<file path="config.mk">
export PLATFORM = sky130hd
export DESIGN_NAME = majority_vote_ctrl
export DESIGN_NICKNAME = d
export VERILOG_FILES = /design/src/rtl/majority_pkg.sv /design/src/rtl/majority_n_bit.sv /design/src/rtl/majority_vote_ctrl.sv
export SDC_FILE = /design/constraint.sdc
export NUM_CORES = 1
export LEC_CHECK = 0
export CAP_MARGIN = 40
export CORE_AREA = 10 10 65 77
export CTS_CLUSTER_DIAMETER = 120
export DETAILED_ROUTE_END_ITERATION = 12
export DIE_AREA = 0 0 75 87
export PLACE_DENSITY_LB_ADDON = 0.3
export SYNTH_ARGS = -nofsm -noshare
export SYNTH_HDL_FRONTEND = slang
export SYNTH_HIERARCHICAL = 1
export SYNTH_SLANG_ARGS = --single-unit
</file>
<file path="constraint.sdc">
create_clock -name clk -period 2.7 [get_ports clk]
set_clock_uncertainty 0.2 [all_clocks]
set_input_delay 0.27 -clock clk [delete_from_list [all_inputs] [get_ports clk]]
set_output_delay 0.27 -clock clk [all_outputs]
set_load 0.01 [all_outputs]
</file>
<file path="src/rtl/majority_pkg.sv">
// majority_pkg: FSM state encodings and width helpers shared by the majority vote controller
package majority_pkg;

    typedef enum logic [1:0] {
        IDLE    = 2'd0,
        COLLECT = 2'd1,
        DECIDE  = 2'd2,
        DONE    = 2'd3
    } state_t;

    function automatic int tally_w(input int n);
        return $clog2(n + 1);
    endfunction

    // A one-cycle window still needs a 1-bit timer.
    function automatic int timer_w(input int t);
        return t < 2 ? 1 : $clog2(t);
    endfunction

endpackage

</file>
<file path="src/rtl/majority_n_bit.sv">
// majority_n_bit: f is 1 when strictly more than half of the N inputs are 1 (a tie gives 0)
module majority_n_bit #(
    parameter int N = 4
) (
    input  logic [N-1:0] x,
    output logic         f
);
    localparam int CW = $clog2(N + 1);
    localparam logic [CW-1:0] HALF = CW'(N / 2);

    logic [CW-1:0] cnt;

    always_comb begin
        cnt = '0;
        for (int i = 0; i < N; i++) cnt = cnt + CW'(x[i]);
        f = cnt > HALF;
    end

endmodule

</file>
<file path="src/rtl/majority_vote_ctrl.sv">
// majority_vote_ctrl: collects one ballot per voter within a bounded window and
// reports the majority result, the count of 1-ballots and whether the window expired.
module majority_vote_ctrl import majority_pkg::*; #(
    parameter int N       = 4,
    parameter int TIMEOUT = 16
) (
    input  logic                       clk,
    input  logic                       rst_n,
    input  logic                       start,
    input  logic                       vote_valid,
    input  logic [$clog2(N)-1:0]       vote_id,
    input  logic                       vote_val,
    output logic                       vote_ready,
    output logic                       busy,
    output logic                       done,
    output logic                       F,
    output logic [$clog2(N+1)-1:0]     tally,
    output logic                       timed_out,
    output logic                       vote_err
);
    localparam int TW = tally_w(N);
    localparam int MW = timer_w(TIMEOUT);
    localparam logic [MW-1:0] LAST = MW'(TIMEOUT - 1);

    state_t        state;
    logic [N-1:0]  ballot, voted, voted_nxt, sel, cast_ones;
    logic [MW-1:0] timer;
    logic [TW-1:0] ones;
    logic          maj, take, fresh, bad, full_nxt, expire;

    majority_n_bit #(.N(N)) u_maj (.x(cast_ones), .f(maj));

    // An out-of-range id shifts the one-hot past the top bit, so sel is zero and the ballot is rejected.
    always_comb begin
        sel       = N'(1) << vote_id;
        take      = state == COLLECT && vote_valid;
        fresh     = take && |(sel & ~voted);
        bad       = take && !fresh;
        voted_nxt = fresh ? voted | sel : voted;
        full_nxt  = &voted_nxt;
        expire    = timer == LAST;
        cast_ones = ballot & voted;
        ones      = '0;
        for (int i = 0; i < N; i++) ones = ones + TW'(cast_ones[i]);
    end

    always_ff @(posedge clk or negedge rst_n) begin
        if (!rst_n) begin
            state      <= IDLE;
            ballot     <= '0;
            voted      <= '0;
            timer      <= '0;
            vote_ready <= 1'b0;
            busy       <= 1'b0;
            done       <= 1'b0;
            F          <= 1'b0;
            tally      <= '0;
            timed_out  <= 1'b0;
            vote_err   <= 1'b0;
        end else begin
            vote_err <= bad;
            done     <= 1'b0;
            case (state)
                IDLE: if (start) begin
                    ballot     <= '0;
                    voted      <= '0;
                    timer      <= '0;
                    vote_ready <= 1'b1;
                    busy       <= 1'b1;
                    state      <= COLLECT;
                end
                COLLECT: begin
                    voted  <= voted_nxt;
                    ballot <= fresh ? (ballot & ~sel) | (sel & {N{vote_val}}) : ballot;
                    timer  <= timer + MW'(1);
                    // A ballot that fills the mask on the expiry cycle wins over the timeout.
                    if (full_nxt || expire) begin
                        timed_out  <= !full_nxt;
                        vote_ready <= 1'b0;
                        state      <= DECIDE;
                    end
                end
                DECIDE: begin
                    F     <= maj;
                    tally <= ones;
                    done  <= 1'b1;
                    state <= DONE;
                end
                DONE: begin
                    busy  <= 1'b0;
                    state <= IDLE;
                end
            endcase
        end
    end

endmodule

</file>
[Word level (Yosys, flattened, before mapping)]
Index checks and enable logic that the tools add are counted.
Storage, ports and cells
  register bits: 23
  input port bits: 7
  output and inout bits: 9
  word-level logic and storage cells: 63
Cells by class
  add/sub/neg operators: 4
  order comparisons: 1
  equal/unequal tests: 7
  shift operators: 1
  mux-type cells: 14
  bitwise operators: 8
  reduce and logical (&&, ||, !) cells: 17
Operators by type and width (number)
  one-hot mux 4 bit (2 select lines): 3
  bitwise AND 4 bit: 4
  2-to-1 mux 4 bit: 3
  inverter 4 bit: 2
  bitwise OR 4 bit: 2
  one-hot mux 2 bit (4 select lines): 1
  AND reduction 2 bit: 4
  adder 3 x 1 -> 3 bit: 2
  AND reduction 3 bit: 2
  adder 4 x 1 -> 4 bit (second input constant): 1
  equality test 2 bit (second input constant): 2
  equality test 4 bit (second input constant): 1
  2-to-1 mux 2 bit: 2
  != test 2 bit (second input constant): 2
  one-hot mux 1 bit (2 select lines): 2
  AND reduction 4 bit: 1
  nonzero test 2 bit: 2
  OR reduction 4 bit: 1
  << shifter 1 x 2 -> 4 bit (first input constant): 1
  > comparator 3 x 2 -> 1 bit (second input constant): 1
  logical AND 1 bit: 3
  2-to-1 mux 1 bit: 3
  adder 1 x 1 -> 2 bit: 1
  equality test 2 x 1 -> 1 bit (second input constant): 1
  4 further kinds: 5

[Longest topological paths before layout]
Gate-level depths: netlist (run 1).
  word-level depth: 9
  mapped depth: 10
  depth with buffers taken out: 10

[Modules after synthesis]
The synthesis (run 1) kept the hierarchy.
By module, submodules not included
  majority_vote_ctrl: times used 1, cells an instance 123, area each 1271.2 sq um, seq. area each 575.6 sq um
  majority_n_bit: times used 1, cells an instance 12, area each 88.8 sq um, seq. area each 0.0 sq um

[Worst setup path before layout (run 1)]
Ideal clock, no wire load.
  kind: flip-flop to flip-flop
  start: reg voted[0]
  end: reg F
  library setup time: 0.125 ns
  arrival: 1.855 ns
  required time: 2.375 ns
  path slack: 0.520 ns
  cell stages (with the launch flop): 11
  path buffers: 0
  clock period less this slack: 2.180 ns
  cells stage by stage: dfrtp_1 -> nand2_1 -> inv_1 -> inv_1 -> fa_1 -> inv_1 -> ha_1 -> ha_1 -> nor2_1 -> a21oi_1 -> mux2_2
Between the ends
  longest elaborated chain between the ends: 5
Ends and longest elaborated chain
  from (decl): RTL line majority_vote_ctrl.sv:26  | logic [N-1:0] ballot, voted, voted_nxt, sel, cast_ones;
  from (signal assigned): RTL line majority_vote_ctrl.sv:73  | voted <= voted_nxt;
  bitwise AND 4 bit: RTL line majority_vote_ctrl.sv:42  | cast_ones = ballot & voted;
  net cast_ones[0]: RTL line majority_vote_ctrl.sv:26
  adder 1 x 1 -> 2 bit: RTL line majority_n_bit.sv:15  | for (int i = 0; i < N; i++) cnt = cnt + CW'(x[i]);
  adder 3 x 1 -> 3 bit (2 in a row): RTL line majority_n_bit.sv:15
  > comparator 3 x 2 -> 1 bit: RTL line majority_n_bit.sv:16  | f = cnt > HALF;
  net maj: RTL line majority_vote_ctrl.sv:29  | logic maj, take, fresh, bad, full_nxt, expire;
  to (signal assigned): RTL line majority_vote_ctrl.sv:84  | F <= maj;
  to (decl): RTL line majority_vote_ctrl.sv:16  | output logic F,
The timed path passes the listed nets, and every way through them passes these cells.
A chain may end at the register's enable or synchronous reset.

[Worst setup path in the final report (run 1)]
  start: reg state[1]
  end: reg state[1]
Between the ends
  longest elaborated chain between the ends: 8
  elaborated cells between the ends (all ways): 13
  classes of those cells: 5 x eq/ne; 2 x mux; 6 x reduce/logical
Ends and longest elaborated chain
  from (decl): RTL line majority_vote_ctrl.sv:25  | state_t state;
  from (signal assigned): RTL line majority_vote_ctrl.sv:49  | state <= IDLE;
  from (signal assigned): RTL line majority_vote_ctrl.sv:70  | state <= COLLECT;
  from (signal assigned): RTL line majority_vote_ctrl.sv:80  | state <= DECIDE;
  equality test 2 x 1 -> 1 bit: RTL line majority_vote_ctrl.sv:36, majority_vote_ctrl.sv:63
  logical AND 1 bit: RTL line majority_vote_ctrl.sv:36  | take = state == COLLECT && vote_valid;
  logical AND 1 bit: RTL line majority_vote_ctrl.sv:37  | fresh = take && |(sel & ~voted);
  2-to-1 mux 4 bit: RTL line majority_vote_ctrl.sv:39  | voted_nxt = fresh ? voted | sel : voted;
  AND reduction 4 bit: RTL line majority_vote_ctrl.sv:40  | full_nxt = &voted_nxt;
  logical OR 1 bit: RTL line majority_vote_ctrl.sv:77  | if (full_nxt || expire) begin
  != test 2 x 1 -> 1 bit (no line)
  AND reduction 2 bit (no line)
Several ways; a longest one is shown, not always the timed one.

==> results of run 1 <==
## area by class of cell
cell class / count / share of cell area (%)
multi-input combinational: 93 / 44.2
sequential: 23 / 36.1
timing repair buffer: 17 / 10.4
inverter: 15 / 3.53
tap: 39 / 3.06
clock buffer: 4 / 2.82
## per-layer routing
| metal | track usage, % | wire length, µm | vias up | share of wire, % |
|---|---|---|---|---|
| met2 | 18.0 | 1650 | 20 | 51 |
| li1 | - | - | 510 | - |
| met3 | 2.63 | 118 | 9 | 3.7 |
| met1 | 11.5 | 1370 | 532 | 43 |
| met5 | 0 | 0 | - | 0 |
| met4 | 5.69 | 82 | 0 | 2.5 |
## cell families (layout without fill, tap and decap cells)
kind of cell             Yosys count  in the layout  share of synthesized area, %
multiplexers                       8              8                          7.27
adder cells (fa/ha/maj)           12             12                          12.1
flip-flops                        23             23                          42.3
AND/OR/NAND/NOR                   44             44                          16.7
AO/OA/AOI/OAI                     29             29                          15.7
buffers and inverters             19             36                          5.89
## placed cells by master (no fill, tap or decap), types with 2 or more instances in the layout
master and count:
nand3_1 6, ha_1 10, a31oi_1 4, nand2_1 12
dfrtp_1 23, a41oi_1 2, o2bb2ai_2 2, mux2i_1 2
nand4_1 3, a21oi_1 2, clkbuf_8 3, nor2b_1 3
o21ai_1 4, and2_1 2, buf_4 2, o31ai_1 2
nand2b_1 2, inv_1 14, clkdlybuf4s50_1 15, mux2_2 4
fa_1 2, o21ai_0 5, a22o_1 3, and3_1 3
nor2_1 9
## worst max-delay path: stages (launching register included)
cell and delay, ns:
dfrtp_1 0.42, inv_1 0.09, ha_1 0.48, and4b_1 0.27
o21ai_1 0.08, o2bb2ai_2 0.15, a31oi_1 0.25, mux2_1 0.34
## sequential cells by signal (all words and copies together) (netlist names)
signal	count
ballot	4
timer	4
voted	4
tally	3
state	2
F	1
busy	1
done	1
timed_out	1
vote_err	1
vote_ready	1
## per-stage QoR
step | instance area [µm²] | power, mW | hold WS, ns
after CTS | 1600 | 1.38 | 0.156
after global routing | 1600 | 1.47 | 0.187
final | 1600 | 1.37 | 0.146
after detailed placement | 1550 | 1.16 | 0.281
after floorplan | 1360 | 0.936 | -0.226
after global placement | 1550 | 1.13 | 0.280
## path summary, 6_finish.rpt
| kind | to | slack (ns) | cells past startpoint |
|---|---|---|---|
| worst max-delay path | state[1] | 0.31 | 7 |
| worst min-delay path | timer[0] | 0.15 | 2 |
| worst max register to register | state[1] | 0.31 | 7 |
| worst min register to register | ballot[0] | 0.30 | 2 |
| max in group asynchronous | F | 1.91 | 2 |
| min in group clk | ballot[0] | 0.30 | 2 |
## power groups by stage
stage | Sequential (mW) | Clock, mW | Combinational, mW
6_report | 0.541 | 0.220 | 0.610
5_1_grt | 0.560 | 0.238 | 0.675
4_1_cts | 0.541 | 0.230 | 0.613
3_5_place_dp | 0.548 | 0 | 0.608
3_3_place_gp | 0.546 | 0 | 0.586
2_1_floorplan | 0.534 | 0 | 0.402
==> impl_metrics.toml, run 1 <==
[floorplanning]
ios = 16
fp.dieW_um = 75
fp.dieH_um = 87
coreArea_um2 = 3570
start_util_pct = 38.1
rows = 24
dieArea_um2 = 6530

[run_status]
status = "finished clean"

[sta]
finalSetupTns_ns = 0
tightestPinTransition_ns = 0.523
finalMaxSlewViolations = 0
worst_slack_ns = 0.307
maxSlewHeadroom_pct = 65.1
min_period_over_period_pct = 88.6
setup_viol = 0
fmax_ghz = 0.418
finalHoldViolCount = 0
fin_crit_ns = 2.39
rsz0062_at_grt = "false"

[synthesis]
async_flop_share_pct = 100
synth_edf_count = 0
synthesis.area_um2 = 1360
syn_avg_cell_area_um2 = 10.1
synth.most_common_cell = "dfrtp_1"
syn_inst = 135
seq_area_frac_synth_pct = 42.3
synthDistinctLibCells = 37
synth_common_cells = "dfrtp_1 (23), inv_1 (14), nand2_1 (12)"
synth-seq-cells = 23
synth_nets = 154
synth_area_leader_cell = "dfrtp_1"
ys.flop_type = "dfrtp_1"
synthTopCellsByArea = "dfrtp_1 (42%), ha_1 (9.2%), inv_1 (3.9%)"
synth.top_cell.area_share_pct = 42.3
yosysWarnings = 6

[clock_network]
cts_buffer_depth = 2
cts_resized = 0
clk_pin_slew_ns = 0.09
clk-insertion-delay-late_ns = 0.27
tritoncts = "yes"
root_buffer = "clkbuf_8"
ctsHtreeMaxLevel = 1
numCtsBuffers = 3
post_cts_buffers = 0
cts.sinks = 23
ctsHoldBuffers = 0

[pwr]
p_sw_mw = 0.552
leakage_nw = 0.739
pwr-share-comb_pct = 44.5
power.share.switching_pct = 40.3
power.internal_mw = 0.819
p_per_area_nw_per_um2 = 860
pwr-share-clk_pct = 16.0
seqPwrFrac_pct = 39.5
peakVddDrop_mv = 0.392

[grt]
grt_max_degree = 24
grt_pass1_wl_um = 5390
grt_overflow = 0
grt_antenna_before_repair = 0
grt_pass1_vias = 1149
grt_util_all_layers_pct = 10.5

[finish]
areaGrowthSynthToFinish_pct = 17.3
drive_above_1_share_pct = 9.21
fin_nets = 172
multiInputGateArea_um2 = 704
regArea_um2 = 576
fill_cells = 351
instances_no_fill = 191
fin_util_pct = 44.6
antenna-diode-count = 0

[drt]
final_antenna_net_count = 0
drt_iter0_drc = 41
route.detailed.drc = 0
routedWlPerCell_um = 16.8
dr.pass1.iters = 4
avgViaCountPerCell = 5.61
drt-total-wl_um = 3220
vias = 1071

[min_path]
worstHoldPathType = "input port to asynchronous set/reset pin"

[critical_path]
timing.rr.start = "state[1]"
critPathLaunch = "state[1]"
crit_type = "register to register"
worstPathMaxFanout = 15
critPathCaptureType = "register"
arrival_ns = 2.35
start_kind = "register"
required_ns = 2.66

[run]
maxCapViolations = 0

[placed_design]
io_buffers = 15
post-place-ws_ns = 0.243
dp.final_hpwl_um = 2390
place_inst = 187
place.gp.congestion = 0.943
Note: power is estimated with default switching activity, not from simulation.
==> inputs of run 2 (changes only) <==
Settings changed: DONT_BUFFER_PORTS set to 1.
Clock period 2.7 ns to 2.8 ns, I/O delays scaled along.
==> run 2 against run 1 <==
Against the previous run:
- via count shrank 4.1%
- maximum frequency grew 0.94%
- routed wire length shrank 6.3%
- critical path depth grew 3
- count of clock-buffer cells in the layout shrank 1
- non-clock buffer count shrank 10
- total power shrank 9.2%
- setup slack gained 0.12 ns
- first-iteration DRC count shrank 46%
- final cell count shrank 5.2%
- flip-flop and latch count is the same
- critical path type unchanged
- largest power group is now sequential cells
==> impl_metrics.toml, run 2 (synthesized netlist as in run 1, its figures left out) <==
[run_status]
status = "finished clean"

[drt]
vias = 1027
route.detailed.drc = 0
dr.pass1.iters = 5
wl_met2_um = 1580
drt_iter0_drc = 22
highest_layer = "met4"
wl_met1_um = 1270
drt-total-wl_um = 3010
final_antenna_net_count = 0
avgViaCountPerCell = 5.67
wl_met3_um = 127
routedWlPerCell_um = 16.7

[clock_network]
cts_buffer_depth = 2
tritoncts = "yes"
cts.sinks = 23
ctsHtreeMaxLevel = 1
clk_pin_slew_ns = 0.08
cts_resized = 0
root_buffer = "clkbuf_8"
numCtsBuffers = 3
clk-insertion-delay-late_ns = 0.26
post_cts_buffers = 0
ctsHoldBuffers = 6

[sta]
maxSlewHeadroom_pct = 66.3
finalSetupTns_ns = 0
tightestPinTransition_ns = 0.505
finalHoldViolCount = 0
fin_crit_ns = 2.37
rsz0062_at_grt = "false"
setup_viol = 0
min_period_over_period_pct = 84.7
fmax_ghz = 0.422
hold_slack_ns = 0.0104
finalMaxSlewViolations = 0

[finish]
layout_commonest_cell = "dfrtp_1"
fin_nets = 162
fin_util_pct = 42.5
final_cell_mix = "dfrtp_1 (23), inv_1 (14), nand2_1 (12)"
areaGrowthSynthToFinish_pct = 11.7
drive_above_1_share_pct = 9.86
fill_cells = 352
largestRegisters = "ballot x4, timer x4, voted x4"
antenna-diode-count = 0
stdcell_area_um2 = 1520

[min_path]
worstHoldPathType = "input port to register"
holdPathStages = 2
whs_endpoint = "voted[3]"
hold_start = "vote_id[0]"

[critical_path]
crit_type = "register to register"
critPathCaptureType = "register"
crit_slowest_cell = "fa_1"
crit_family = "adder cells"
r2r_slack_ns = 0.43
reg2reg_to = "F"
r2r_cells = 10
start_kind = "register"
required_ns = 2.76
crit_chain = "nand2_1, inv_1, inv_1, fa_1, inv_1, ha_1, ha_1, nor2_1, a21oi_1, mux2_2"
arrival_ns = 2.33
max_stage_delay_ns = 0.53
cpMostUsedCell = "inv_1"
worstPathMaxFanout = 5
timing.rr.start = "voted[0]"
cp_num_buf_inv = 3

[grt]
grt_max_degree = 24
grt_overflow = 0
grt_util_all_layers_pct = 9.96
grt_antenna_before_repair = 0
grt_pass1_vias = 1056
grt_pass1_wl_um = 5090

[floorplanning]
rows = 24
ios = 16
start_util_pct = 38.1
fp.dieW_um = 75
fp.dieH_um = 87
dieArea_um2 = 6530
coreArea_um2 = 3570

[pwr]
leakage_nw = 0.710
peakVddDrop_mv = 0.511
p_per_area_nw_per_um2 = 820
total_power_mw = 1.25

[placed_design]
dp.final_hpwl_um = 2230
place.gp.congestion = 0.933
io_buffers = 0
dpl_cell_area_um2 = 1390

[run]
maxCapViolations = 0
==> run 2: worst max-delay path by stage <==
stage,start,endpoint,cells past startpoint
finish,voted[0],F,10
global route,voted[0],F,10
CTS,voted[0],F,10
detailed placement,voted[0],F,10
global placement,voted[1],F,10
floorplan,voted[0],F,10
==> run 2: stage by stage <==
stage	instances	setup WS, ns
CTS	180	0.410
global route	181	0.280
detailed placement	170	0.430
finish	181	0.429
floorplan	135	0.620
global placement	170	0.474
==> run 2: area by class of cell <==
type	instances	area (µm²)	area share [%]
Inverter	15	56.3	3.71
Multi-Input combinational cell	93	704	46.4
Clock buffer	3	41.3	2.72
Timing Repair Buffer	7	87.6	5.77
Tap cell	39	48.8	3.21
Clock inverter	1	5.00	0.329
Sequential cell	23	576	37.9
==> run 2: where the power goes <==
part	internal [mW]	switching [mW]
Sequential	0.434	0.104
Combinational	0.207	0.290
Clock	0.0994	0.110
==> run 2: layer usage <==
layer,global-route usage (%),up-vias
met5,0,-
met4,5.86,0
met3,2.28,4
met2,16.3,14
met1,11.5,519
li1,-,490
